===== src/rtl/licznik_rozkazow_if.sv =====
// ============================================================================
// licznik_rozkazow_if : command, status and return-stack bus of the PC unit
// Rev 1.0
// ============================================================================
`default_nettype none

interface licznik_rozkazow_if #(
  parameter int PC_ROZM = 8
);
  logic               en;
  logic               jump;
  logic               call;
  logic               ret;
  logic [PC_ROZM-1:0] addr;
  logic               blad_clr;
  logic               stos_full;
  logic               stos_empty;
  logic [PC_ROZM-1:0] stos_data;
  logic [PC_ROZM-1:0] pc;
  logic               push;
  logic               pop;
  logic               stos_MUX;
  logic [PC_ROZM-1:0] data_pc;
  logic               busy;
  logic               blad;

  // master: sequencer/environment side; slave: the program counter itself
  modport master (
    output en, jump, call, ret, addr, blad_clr, stos_full, stos_empty, stos_data,
    input  pc, push, pop, stos_MUX, data_pc, busy, blad
  );

  modport slave (
    input  en, jump, call, ret, addr, blad_clr, stos_full, stos_empty, stos_data,
    output pc, push, pop, stos_MUX, data_pc, busy, blad
  );
endinterface

`default_nettype wire


===== src/rtl/licznik_rozkazow.sv =====
// ============================================================================
// licznik_rozkazow : program counter with CALL/RET sequencing and stack errors
// Rev 1.0
// ============================================================================
`default_nettype none

module licznik_rozkazow #(
  parameter int                 PC_ROZM    = 8,
  parameter logic [PC_ROZM-1:0] RESET_ADDR = '0
) (
  input  wire                   clk,
  input  wire                   rst,
  licznik_rozkazow_if.slave     bus
);

  localparam logic [1:0] ST_RUN      = 2'd0;
  localparam logic [1:0] ST_RET_WAIT = 2'd1;
  localparam logic [1:0] ST_ERR      = 2'd2;

  logic [1:0]         state_q, state_d;
  logic [PC_ROZM-1:0] pc_q, pc_d;
  logic [PC_ROZM-1:0] pc_inc;
  logic               push_c;
  logic               pop_c;

  assign pc_inc = pc_q + 1'b1;

  always_comb begin
    state_d = state_q;
    pc_d    = pc_q;
    push_c  = 1'b0;
    pop_c   = 1'b0;
    case (state_q)
      ST_RUN: begin
        // ret > call > jump > en; losers in the same cycle are dropped
        if (bus.ret) begin
          if (bus.stos_empty) begin
            state_d = ST_ERR;
          end else begin
            pop_c   = 1'b1;
            state_d = ST_RET_WAIT;
          end
        end else if (bus.call) begin
          if (bus.stos_full) begin
            state_d = ST_ERR;
          end else begin
            push_c = 1'b1;
            pc_d   = bus.addr;
          end
        end else if (bus.jump) begin
          pc_d = bus.addr;
        end else if (bus.en) begin
          pc_d = pc_inc;
        end
      end
      ST_RET_WAIT: begin
        // stack data_out becomes valid the cycle after the pop strobe
        pc_d    = bus.stos_data;
        state_d = ST_RUN;
      end
      ST_ERR: begin
        if (bus.blad_clr) begin
          state_d = ST_RUN;
        end
      end
      default: begin
        state_d = ST_ERR;
      end
    endcase
  end

  always_ff @(posedge clk or negedge rst) begin
    if (!rst) begin
      state_q <= ST_RUN;
      pc_q    <= RESET_ADDR;
    end else begin
      state_q <= state_d;
      pc_q    <= pc_d;
    end
  end

  // strobes are gated by reset so the stack sees nothing while it is held
  assign bus.push     = push_c & rst;
  assign bus.pop      = pop_c & rst;
  assign bus.stos_MUX = 1'b0;
  assign bus.data_pc  = pc_inc;
  assign bus.pc       = pc_q;
  assign bus.busy     = (state_q != ST_RUN);
  assign bus.blad     = (state_q == ST_ERR);

endmodule

`default_nettype wire


===== src/flat_wrapper.sv =====
// flat-port wrapper written by rule: the top's interface ports become plain ports
module licznik_rozkazow_flat 
#(
  parameter int                 PC_ROZM    = 8,
  parameter logic [PC_ROZM-1:0] RESET_ADDR = '0
)
  (clk, rst, bus_en, bus_jump, bus_call, bus_ret, bus_addr, bus_blad_clr, bus_stos_full, bus_stos_empty, bus_stos_data, bus_pc, bus_push, bus_pop, bus_stos_MUX, bus_data_pc, bus_busy, bus_blad);
  licznik_rozkazow_if #(.PC_ROZM(PC_ROZM)) bus_i ();
  input  wire clk;
  input  wire rst;
  input wire logic [$bits(bus_i.en)-1:0] bus_en;
  input wire logic [$bits(bus_i.jump)-1:0] bus_jump;
  input wire logic [$bits(bus_i.call)-1:0] bus_call;
  input wire logic [$bits(bus_i.ret)-1:0] bus_ret;
  input wire logic [$bits(bus_i.addr)-1:0] bus_addr;
  input wire logic [$bits(bus_i.blad_clr)-1:0] bus_blad_clr;
  input wire logic [$bits(bus_i.stos_full)-1:0] bus_stos_full;
  input wire logic [$bits(bus_i.stos_empty)-1:0] bus_stos_empty;
  input wire logic [$bits(bus_i.stos_data)-1:0] bus_stos_data;
  output wire logic [$bits(bus_i.pc)-1:0] bus_pc;
  output wire logic [$bits(bus_i.push)-1:0] bus_push;
  output wire logic [$bits(bus_i.pop)-1:0] bus_pop;
  output wire logic [$bits(bus_i.stos_MUX)-1:0] bus_stos_MUX;
  output wire logic [$bits(bus_i.data_pc)-1:0] bus_data_pc;
  output wire logic [$bits(bus_i.busy)-1:0] bus_busy;
  output wire logic [$bits(bus_i.blad)-1:0] bus_blad;
  assign bus_i.en = bus_en;
  assign bus_i.jump = bus_jump;
  assign bus_i.call = bus_call;
  assign bus_i.ret = bus_ret;
  assign bus_i.addr = bus_addr;
  assign bus_i.blad_clr = bus_blad_clr;
  assign bus_i.stos_full = bus_stos_full;
  assign bus_i.stos_empty = bus_stos_empty;
  assign bus_i.stos_data = bus_stos_data;
  assign bus_pc = bus_i.pc;
  assign bus_push = bus_i.push;
  assign bus_pop = bus_i.pop;
  assign bus_stos_MUX = bus_i.stos_MUX;
  assign bus_data_pc = bus_i.data_pc;
  assign bus_busy = bus_i.busy;
  assign bus_blad = bus_i.blad;
  licznik_rozkazow #(.PC_ROZM(PC_ROZM), .RESET_ADDR(RESET_ADDR)) u_core (.clk(clk), .rst(rst), .bus(bus_i));
endmodule

===== config.mk =====
export PLATFORM = sky130hd
export DESIGN_NAME = licznik_rozkazow_flat
export DESIGN_NICKNAME = d
export VERILOG_FILES = /design/src/rtl/licznik_rozkazow_if.sv /design/src/rtl/licznik_rozkazow.sv /design/src/flat_wrapper.sv
export SDC_FILE = /design/constraint.sdc
export NUM_CORES = 1
export LEC_CHECK = 0
export CAP_MARGIN = 20
export CORE_UTILIZATION = 54
export DETAILED_ROUTE_END_ITERATION = 16
export DONT_BUFFER_PORTS = 1
export PLACE_DENSITY = 0.78
export SLEW_MARGIN = 40
export SYNTH_ARGS = -nofsm -noshare
export SYNTH_HDL_FRONTEND = slang
export SYNTH_SLANG_ARGS = --single-unit

===== constraint.sdc =====
create_clock -name clk -period 1.5 [get_ports clk]
set_input_delay 0.225 -clock clk [delete_from_list [all_inputs] [get_ports clk]]
set_output_delay 0.225 -clock clk [all_outputs]
set_load 0.05 [all_outputs]

==> results.py, run 1 <==
metrics = {
    "placement": {
        "gp_congestion": 0.8030,
        "post-place-cells": 126,
        "hpwlAfterDp_um": 1902,
        "port_buffers": 0,
    },
    "synthesis": {
        "synth_async_sr_flop_share": 1.000,
        "synth_edf_count": 0,
        "synth_compound_area_frac": 0.2353,
        "synth.area.mux_share": 0.03816,
        "synth-seq-cells": 10,
        "synth_top_family_by_area": "simple AND/OR/NAND/NOR gates",
        "syn_inst": 95,
        "synth_simple_gate_area_share": 0.2862,
        "syn_area_um2": 787.0,
        "synth.distinct_cells": 36,
        "synth_seq_area_share": 0.3180,
        "synthFlopType": "dfrtp_1",
        "syn_area_per_cell_um2": 8.284,
        "syn_nets": 121,
        "yosys.area_share.adder": 0.01590,
        "yosys_warnings": 0,
        "synth-xor-area-share": 0.04452,
    },
    "clock_network": {
        "cts_buffers": 3,
        "post_cts_resized": 19,
        "htree_levels": 1,
        "cts-hold-fix-buffers": 1,
        "clock_sinks": 10,
        "clk_path_buf_depth": 2,
        "cts-root-buf": "clkbuf_4",
        "cts_setup_buffers": 11,
    },
    "floorplanning": {
        "die_h_um": 40.18,
        "die_w_um": 40.18,
        "rows": 13,
        "io_pins": 46,
        "initial_utilization": 0.5901,
    },
    "status": {
        "lastStage": "4_1_cts",
        "first-error": "[ERROR DPL-0038] Utilization greater than 100%, impossible to legalize",
        "status": "aborted with a tool error",
    },
}
-- per-stage QoR --
step	cell area [um^2]	util	hold WS [ps]	setup TNS, ps	worst slack (ps)
after floorplan	943.4	-	-70.59	-437.7	-105.3
after global placement	1157	0.8677	-70.35	0	0.5711
after detailed placement	1160	0.8696	-70.37	-1.462	-1.462
-- cell families after synthesis --
logic type	Yosys count
XOR/XNOR	4
other	1
multiplexers	3
flip-flops	10
AND/OR/NAND/NOR	43
adder cells (fa/ha/maj)	1
buffers and inverters	7
AO/OA/AOI/OAI	26
-- synth_stat cells (all sizes together), types with 2 or more instances --
cell	instances	share of area
nand2	16	0.086
dfrtp	10	0.32
nor2	7	0.033
o21ai	6	0.038
a21oi	5	0.032
a2bb2oi	4	0.045
nor3	4	0.032
buf	3	0.038
mux2i	3	0.038
o31ai	3	0.029
or2	3	0.024
a21o	2	0.022
clkbuf	2	0.0095
inv	2	0.0095
nand3	2	0.013
nor2b	2	0.016
nor3b	2	0.019
nor4	2	0.016
xnor2	2	0.022
xor2	2	0.022
==> run 2, diff against run 1 <==
--- a/config.mk
+++ b/config.mk
@@ -6,10 +6,11 @@
 export NUM_CORES = 1
 export LEC_CHECK = 0
 export CAP_MARGIN = 20
-export CORE_UTILIZATION = 54
+export CORE_AREA = 2 2 63 65
 export DETAILED_ROUTE_END_ITERATION = 16
+export DIE_AREA = 0 0 65 67
 export DONT_BUFFER_PORTS = 1
-export PLACE_DENSITY = 0.78
+export PLACE_DENSITY_LB_ADDON = 0.15
 export SLEW_MARGIN = 40
 export SYNTH_ARGS = -nofsm -noshare
 export SYNTH_HDL_FRONTEND = slang
==> constraint.sdc (replaced) <==
create_clock -name clk -period 1.95 [get_ports clk]
set_input_delay 0.2925 -clock clk [delete_from_list [all_inputs] [get_ports clk]]
set_output_delay 0.2925 -clock clk [all_outputs]
set_load 0.05 [all_outputs]
==> run 2 against run 1 <==
  * The flow now finishes without violations
  * Area after synthesis unchanged
  * Synthesized cell count stayed put
==> results.py, run 2 <==
metrics = {
    "synthesis": {
        "synthTopCellsByCount": "15 x nand2_1, 10 x dfrtp_1, 7 x nor2_1",
        "synth_async_sr_flop_share": 1.000,
        "synth_area_leaders": "dfrtp_1 32%, nand2_1 7.2%, a2bb2oi_1 4.5%",
        "syn_area_um2": 787.0,
        "yosys_warnings": 0,
        "syn_nets": 121,
        "synth_seq_area_share": 0.3180,
        "synthFlopType": "dfrtp_1",
        "synth.distinct_cells": 36,
        "syn_area_per_cell_um2": 8.284,
        "yosys.area.top_type": "dfrtp_1",
        "synth_top_cell_area_share": 0.3180,
        "synth_edf_count": 0,
        "synth-seq-cells": 10,
        "yosysMostFrequentCell": "nand2_1",
        "syn_inst": 95,
    },
    "critical_path": {
        "required_ps": 1660,
        "reg2reg_depth": 4,
        "worstPathMaxFanout": 5,
        "startpoint_type": "register",
        "cp-end-kind": "output pin",
        "worstSetupPathType": "register to output pin",
        "ff2ff_setup_slack_ps": 300,
        "arrival_ps": 1540,
    },
    "placement": {
        "gp_congestion": 0.7442,
        "pre_cts_ws_ps": 204.4,
        "hpwlAfterDp_um": 1914,
        "port_buffers": 0,
    },
    "floorplanning": {
        "die_w_um": 65,
        "core_mm2": 0.003606,
        "die_h_um": 67,
        "io_pins": 46,
        "dieArea_mm2": 0.004355,
        "initial_utilization": 0.2183,
        "rows": 22,
    },
    "route": {
        "drt_iter0_drc": 34,
        "vias": 780,
        "drc_errors": 0,
        "drt_first_pass_iters": 4,
        "drt-total-wl_um": 2474,
        "ant_nets": 0,
        "wl_per_cell_um": 15.18,
        "avgViaCountPerCell": 4.785,
    },
    "pwr": {
        "p_sw_mw": 1.375,
        "combPwrFrac": 0.715,
        "switching_share": 0.5613,
        "internal-power_mw": 1.075,
        "vdd_drop_max_mv": 0.5247,
        "p_leak_nw": 0.4651,
        "seqPwrFrac": 0.175,
        "pwr-share-clk": 0.110,
        "power.density_mw_per_mm2": 2183,
    },
    "final_layout": {
        "final_util": 0.3112,
        "layout-drive-gt1-share": 0.3913,
        "largest_reg_flops": 8,
        "finalNetCount": 142,
        "final_common_cell": "buf_4",
        "fillers": 398,
        "antenna_cells": 0,
        "syn2layout_area_growth_pct": 42.61,
        "multiInputGateArea_um2": 558.0,
        "seqCellArea_um2": 256.5,
        "layout_common_cells": "18 x buf_4, 15 x nand2_1, 7 x nor2_1",
    },
    "sta": {
        "worstMarginPinSlew_ps": 524.0,
        "hold_violations": 0,
        "tns_ps": 0,
        "period_share": 0.9418,
        "clock.fmax_mhz": 544.5,
        "period_needed_ps": 1837,
        "slew-limit-headroom": 0.6495,
        "clock_skew_ps": 7.088,
        "setup_viol": 0,
        "setup_slack_ps": 113.4,
        "slew_viol_final": 0,
        "grt_setup_unrepaired": "no",
    },
    "clock_network": {
        "cts_buffers": 3,
        "clock_sinks": 10,
        "path_clk_slew_ps": 60,
        "insertion_delay_ps": 240,
        "cts_tree": "yes",
        "cts-root-buf": "clkbuf_8",
        "htree_levels": 1,
        "cts_setup_buffers": 0,
        "clk_path_buf_depth": 2,
    },
    "run": {
        "maxCapViolations": 0,
    },
    "global_routing": {
        "antenna_found_initial": 0,
        "grt_max_degree": 12,
        "grt.overflow.total": 0,
        "grt_first_pass_wirelength_um": 3815,
        "grt_pass1_vias": 768,
        "grt_usage": 0.1168,
    },
    "status": {
        "status": "finished, final reports clean",
    },
    "min_path": {
        "min_path_type": "input pin to register",
        "min_path_cells": 1,
    },
}
-- run 2: kinds of logic (layout without fill, tap and decap cells) --
kind of cell / after synthesis / after routing / synth area share
simple gates: 43 / 43 / 0.2862
compound gates: 26 / 26 / 0.2353
flops: 10 / 10 / 0.3180
buf+inv: 7 / 27 / 0.05724
xor+xnor: 4 / 4 / 0.04452
mux: 3 / 3 / 0.03816
fa+ha+maj: 1 / 1 / 0.01590
other cells: 1 / 1 / 0.004765
-- run 2: stage by stage --
| stage | cell area, um^2 | hold WS, ps | instances | power, mW |
|---|---|---|---|---|
| after CTS | 1117 | 117.7 | 163 | 2.459 |
| after global placement | 1047 | -2.758 | 158 | 2.167 |
| final | 1122 | 121.7 | 163 | 2.451 |
| after detailed placement | 1047 | -2.659 | 158 | 2.168 |
| after global routing | 1122 | 119.9 | 163 | 2.577 |
| after floorplan | 849.6 | -3.091 | 95 | 1.703 |
-- run 2: repair_timing --
action                     4_1_cts  5_1_grt
hold endpoints to repair        10        0
setup endpoints to repair        1        2
gates resized for setup          1        2
hold buffers                     1        0
-- run 2: layout make-up --
| type | instances | share of cell area |
|---|---|---|
| Timing Repair Buffer | 21 | 0.1650 |
| Clock buffer | 4 | 0.04905 |
| Sequential cell | 10 | 0.2285 |
| Multi-Input combinational cell | 78 | 0.4972 |
| Inverter | 2 | 0.006689 |
| Tap cell | 48 | 0.05351 |
-- run 2: worst paths after layout --
| check | start | to |
|---|---|---|
| worst max-delay path | u_core.bus.pc[0]$_DFFE_PN0P_ | bus_data_pc[6] |
| worst min-delay path | bus_stos_empty | u_core.state_q[0]$_DFFE_PN0P_ |
| worst max register to register | u_core.bus.pc[0]$_DFFE_PN0P_ | u_core.bus.pc[2]$_DFFE_PN0P_ |
| worst min register to register | u_core.state_q[0]$_DFFE_PN0P_ | u_core.state_q[1]$_DFFE_PN0P_ |
| max in group asynchronous | rst | u_core.bus.pc[3]$_DFFE_PN0P_ |
| min in group asynchronous | rst | u_core.bus.pc[2]$_DFFE_PN0P_ |
-- run 2: power groups by stage --
stage | Clock [mW] | Sequential [mW] | Combinational [mW]
floorplan | 0 | 0.730 | 0.973
global placement | 0 | 0.421 | 1.75
detailed placement | 0 | 0.426 | 1.74
CTS | 0.276 | 0.429 | 1.75
global route | 0.283 | 0.446 | 1.85
finish | 0.269 | 0.430 | 1.75
-- run 2: worst max-delay path, stage by stage (launching register included) --
cell and delay, ps:
dfrtp_2 400, ha_1 240, nand3_1 140, o21a_1 200, or2_4 320
-- run 2: metal layers --
layer	vias up	routed length (um)	GRT usage
met2	24	1199	0.1997
li1	381	-	-
met5	-	0	0
met4	0	0	0.01596
met1	375	1052	0.1342
met3	0	221	0.05743
No activity file was read; power rests on OpenSTA's default activity.
==> run 3, diff against run 2 <==
--- a/config.mk
+++ b/config.mk
@@ -6,9 +6,9 @@
 export NUM_CORES = 1
 export LEC_CHECK = 0
 export CAP_MARGIN = 20
-export CORE_AREA = 2 2 63 65
+export CORE_AREA = 3 3 64 66
 export DETAILED_ROUTE_END_ITERATION = 16
-export DIE_AREA = 0 0 65 67
+export DIE_AREA = 0 0 67 69
 export DONT_BUFFER_PORTS = 1
 export PLACE_DENSITY_LB_ADDON = 0.15
 export SLEW_MARGIN = 40
==> run 3 against run 2 <==
  * Global-route usage down 0.24 points
  * First-iteration DRC count down 2.9%
  * Clock skew down 2.6 ps
  * Clock-buffer cell count stayed put
  * Total power increased by 0.44%
  * Critical path depth did not move
  * Maximum frequency is 0.35% lower
  * Flip-flop and latch count stayed put
  * Critical path type unchanged
  * Largest power group unchanged
==> results.py, run 3 (synthesis results as in run 2) <==
metrics = {
    "status": {
        "status": "finished, final reports clean",
    },
    "pwr": {
        "p_leak_nw": 0.4579,
        "power.density_mw_per_mm2": 2203,
        "p_total_mw": 2.461,
        "vdd_drop_max_mv": 0.4801,
    },
    "critical_path": {
        "required_ps": 1660,
        "path_cells": "ha_2, nand3_2, o21a_1, or2_4",
        "critPathBufInv": 0,
        "critPathMaxStageDelay_ps": 380,
        "worstSetupPathType": "register to output pin",
        "cp-end-kind": "output pin",
        "startpoint_type": "register",
        "worstPathMaxFanout": 4,
        "reg2reg_depth": 4,
        "cp_top_family": "simple AND/OR/NAND/NOR gates",
        "worst-path-stages": 4,
        "slowest_stage": "dfrtp_2",
        "arrival_ps": 1550,
    },
    "floorplanning": {
        "initial_utilization": 0.2166,
        "die_h_um": 69,
        "dieArea_mm2": 0.004623,
        "rows": 22,
        "io_pins": 46,
        "die_w_um": 67,
        "core_mm2": 0.003633,
    },
    "sta": {
        "setup_viol": 0,
        "grt_setup_unrepaired": "no",
        "clock_skew_ps": 4.453,
        "period_needed_ps": 1843,
        "hold_violations": 0,
        "clock.fmax_mhz": 542.6,
        "tns_ps": 0,
        "period_share": 0.9451,
        "worstMarginPinSlew_ps": 598.1,
        "slew-limit-headroom": 0.5998,
        "slew_viol_final": 0,
    },
    "placement": {
        "hpwlAfterDp_um": 1978,
        "gp_congestion": 0.7701,
        "port_buffers": 0,
    },
    "clock_network": {
        "clock_sinks": 10,
        "clk_path_buf_depth": 2,
        "path_clk_slew_ps": 50,
        "cts_setup_buffers": 0,
        "cts_tree": "yes",
        "htree_levels": 1,
        "cts-root-buf": "clkbuf_8",
        "cts_buffers": 3,
        "insertion_delay_ps": 240,
    },
    "route": {
        "ant_nets": 0,
        "wl_per_cell_um": 15.66,
        "drt_iter0_drc": 33,
        "avgViaCountPerCell": 4.778,
        "drc_errors": 0,
        "drt-total-wl_um": 2537,
        "vias": 774,
        "drt_first_pass_iters": 4,
    },
    "global_routing": {
        "grt_first_pass_wirelength_um": 4064,
        "antenna_found_initial": 0,
        "grt_max_degree": 12,
        "grt_pass1_vias": 828,
        "grt_usage": 0.1144,
        "grt.overflow.total": 0,
    },
    "final_layout": {
        "final_common_cell": "buf_4",
        "antenna_cells": 0,
        "layout_common_cells": "17 x buf_4, 15 x nand2_1, 7 x nor2_1",
        "finalNetCount": 141,
        "layout-drive-gt1-share": 0.3947,
        "syn2layout_area_growth_pct": 41.97,
        "largest_reg_flops": 8,
    },
    "min_path": {
        "min_path_cells": 1,
        "min_path_type": "input pin to register",
    },
    "run": {
        "maxCapViolations": 0,
    },
}
## run 3: routing by layer
metal,up-vias,global-route usage,part of all wire
met5,-,0,0
met4,0,0.02027,0.0067
met3,2,0.04723,0.093
met2,31,0.1801,0.48
met1,365,0.1463,0.42
li1,376,-,-
## run 3: final timing paths
check	startpoint	slack (ps)	to
max	u_core.bus.pc[1]$_DFFE_PN0P_	110	bus_data_pc[6]
min	bus_stos_empty	130	u_core.state_q[0]$_DFFE_PN0P_
max reg2reg	u_core.bus.pc[0]$_DFFE_PN0P_	370	u_core.bus.pc[2]$_DFFE_PN0P_
min reg2reg	u_core.state_q[0]$_DFFE_PN0P_	640	u_core.state_q[1]$_DFFE_PN0P_
max in group asynchronous	rst	1120	u_core.bus.pc[3]$_DFFE_PN0P_
min in group asynchronous	rst	460	u_core.bus.pc[2]$_DFFE_PN0P_
## run 3: timing repair
action	in CTS	in global routing
endpoints found under the setup margin	1	2
resized for setup	2	2
gates cloned	0	0
hold endpoints to repair	10	0
hold buffers	1	0
## run 3: final cells by class
cell class                      count  area [um^2]
Clock buffer                        4        55.05
Fill cell                         411         2516
Inverter                            2        7.507
Multi-Input combinational cell     78        560.5
Sequential cell                    10        256.5
Tap cell                           48        60.06
Timing Repair Buffer               20        177.7
## run 3: power by group
group,leakage [nW],total (mW),internal (mW),switching (mW)
Sequential,0.117,0.433,0.311,0.122
Clock,0.0288,0.263,0.178,0.0850
Combinational,0.312,1.77,0.594,1.17
## run 3: through the flow
| stage | hold WS [ps] | cell area, um^2 | instances | util | worst slack [ps] |
|---|---|---|---|---|---|
| final | 125.3 | 1117 | 162 | 0.3075 | 107.0 |
| after global routing | 122.7 | 1117 | 162 | 0.3075 | 6.034 |
| after CTS | 120.7 | 1112 | 162 | 0.3061 | 47.23 |
| after detailed placement | -2.656 | 1040 | 157 | 0.2862 | 130.3 |
| after global placement | -2.750 | 1040 | 157 | 0.2862 | 160.7 |
| after floorplan | -3.091 | 849.6 | 95 | - | 4.398 |
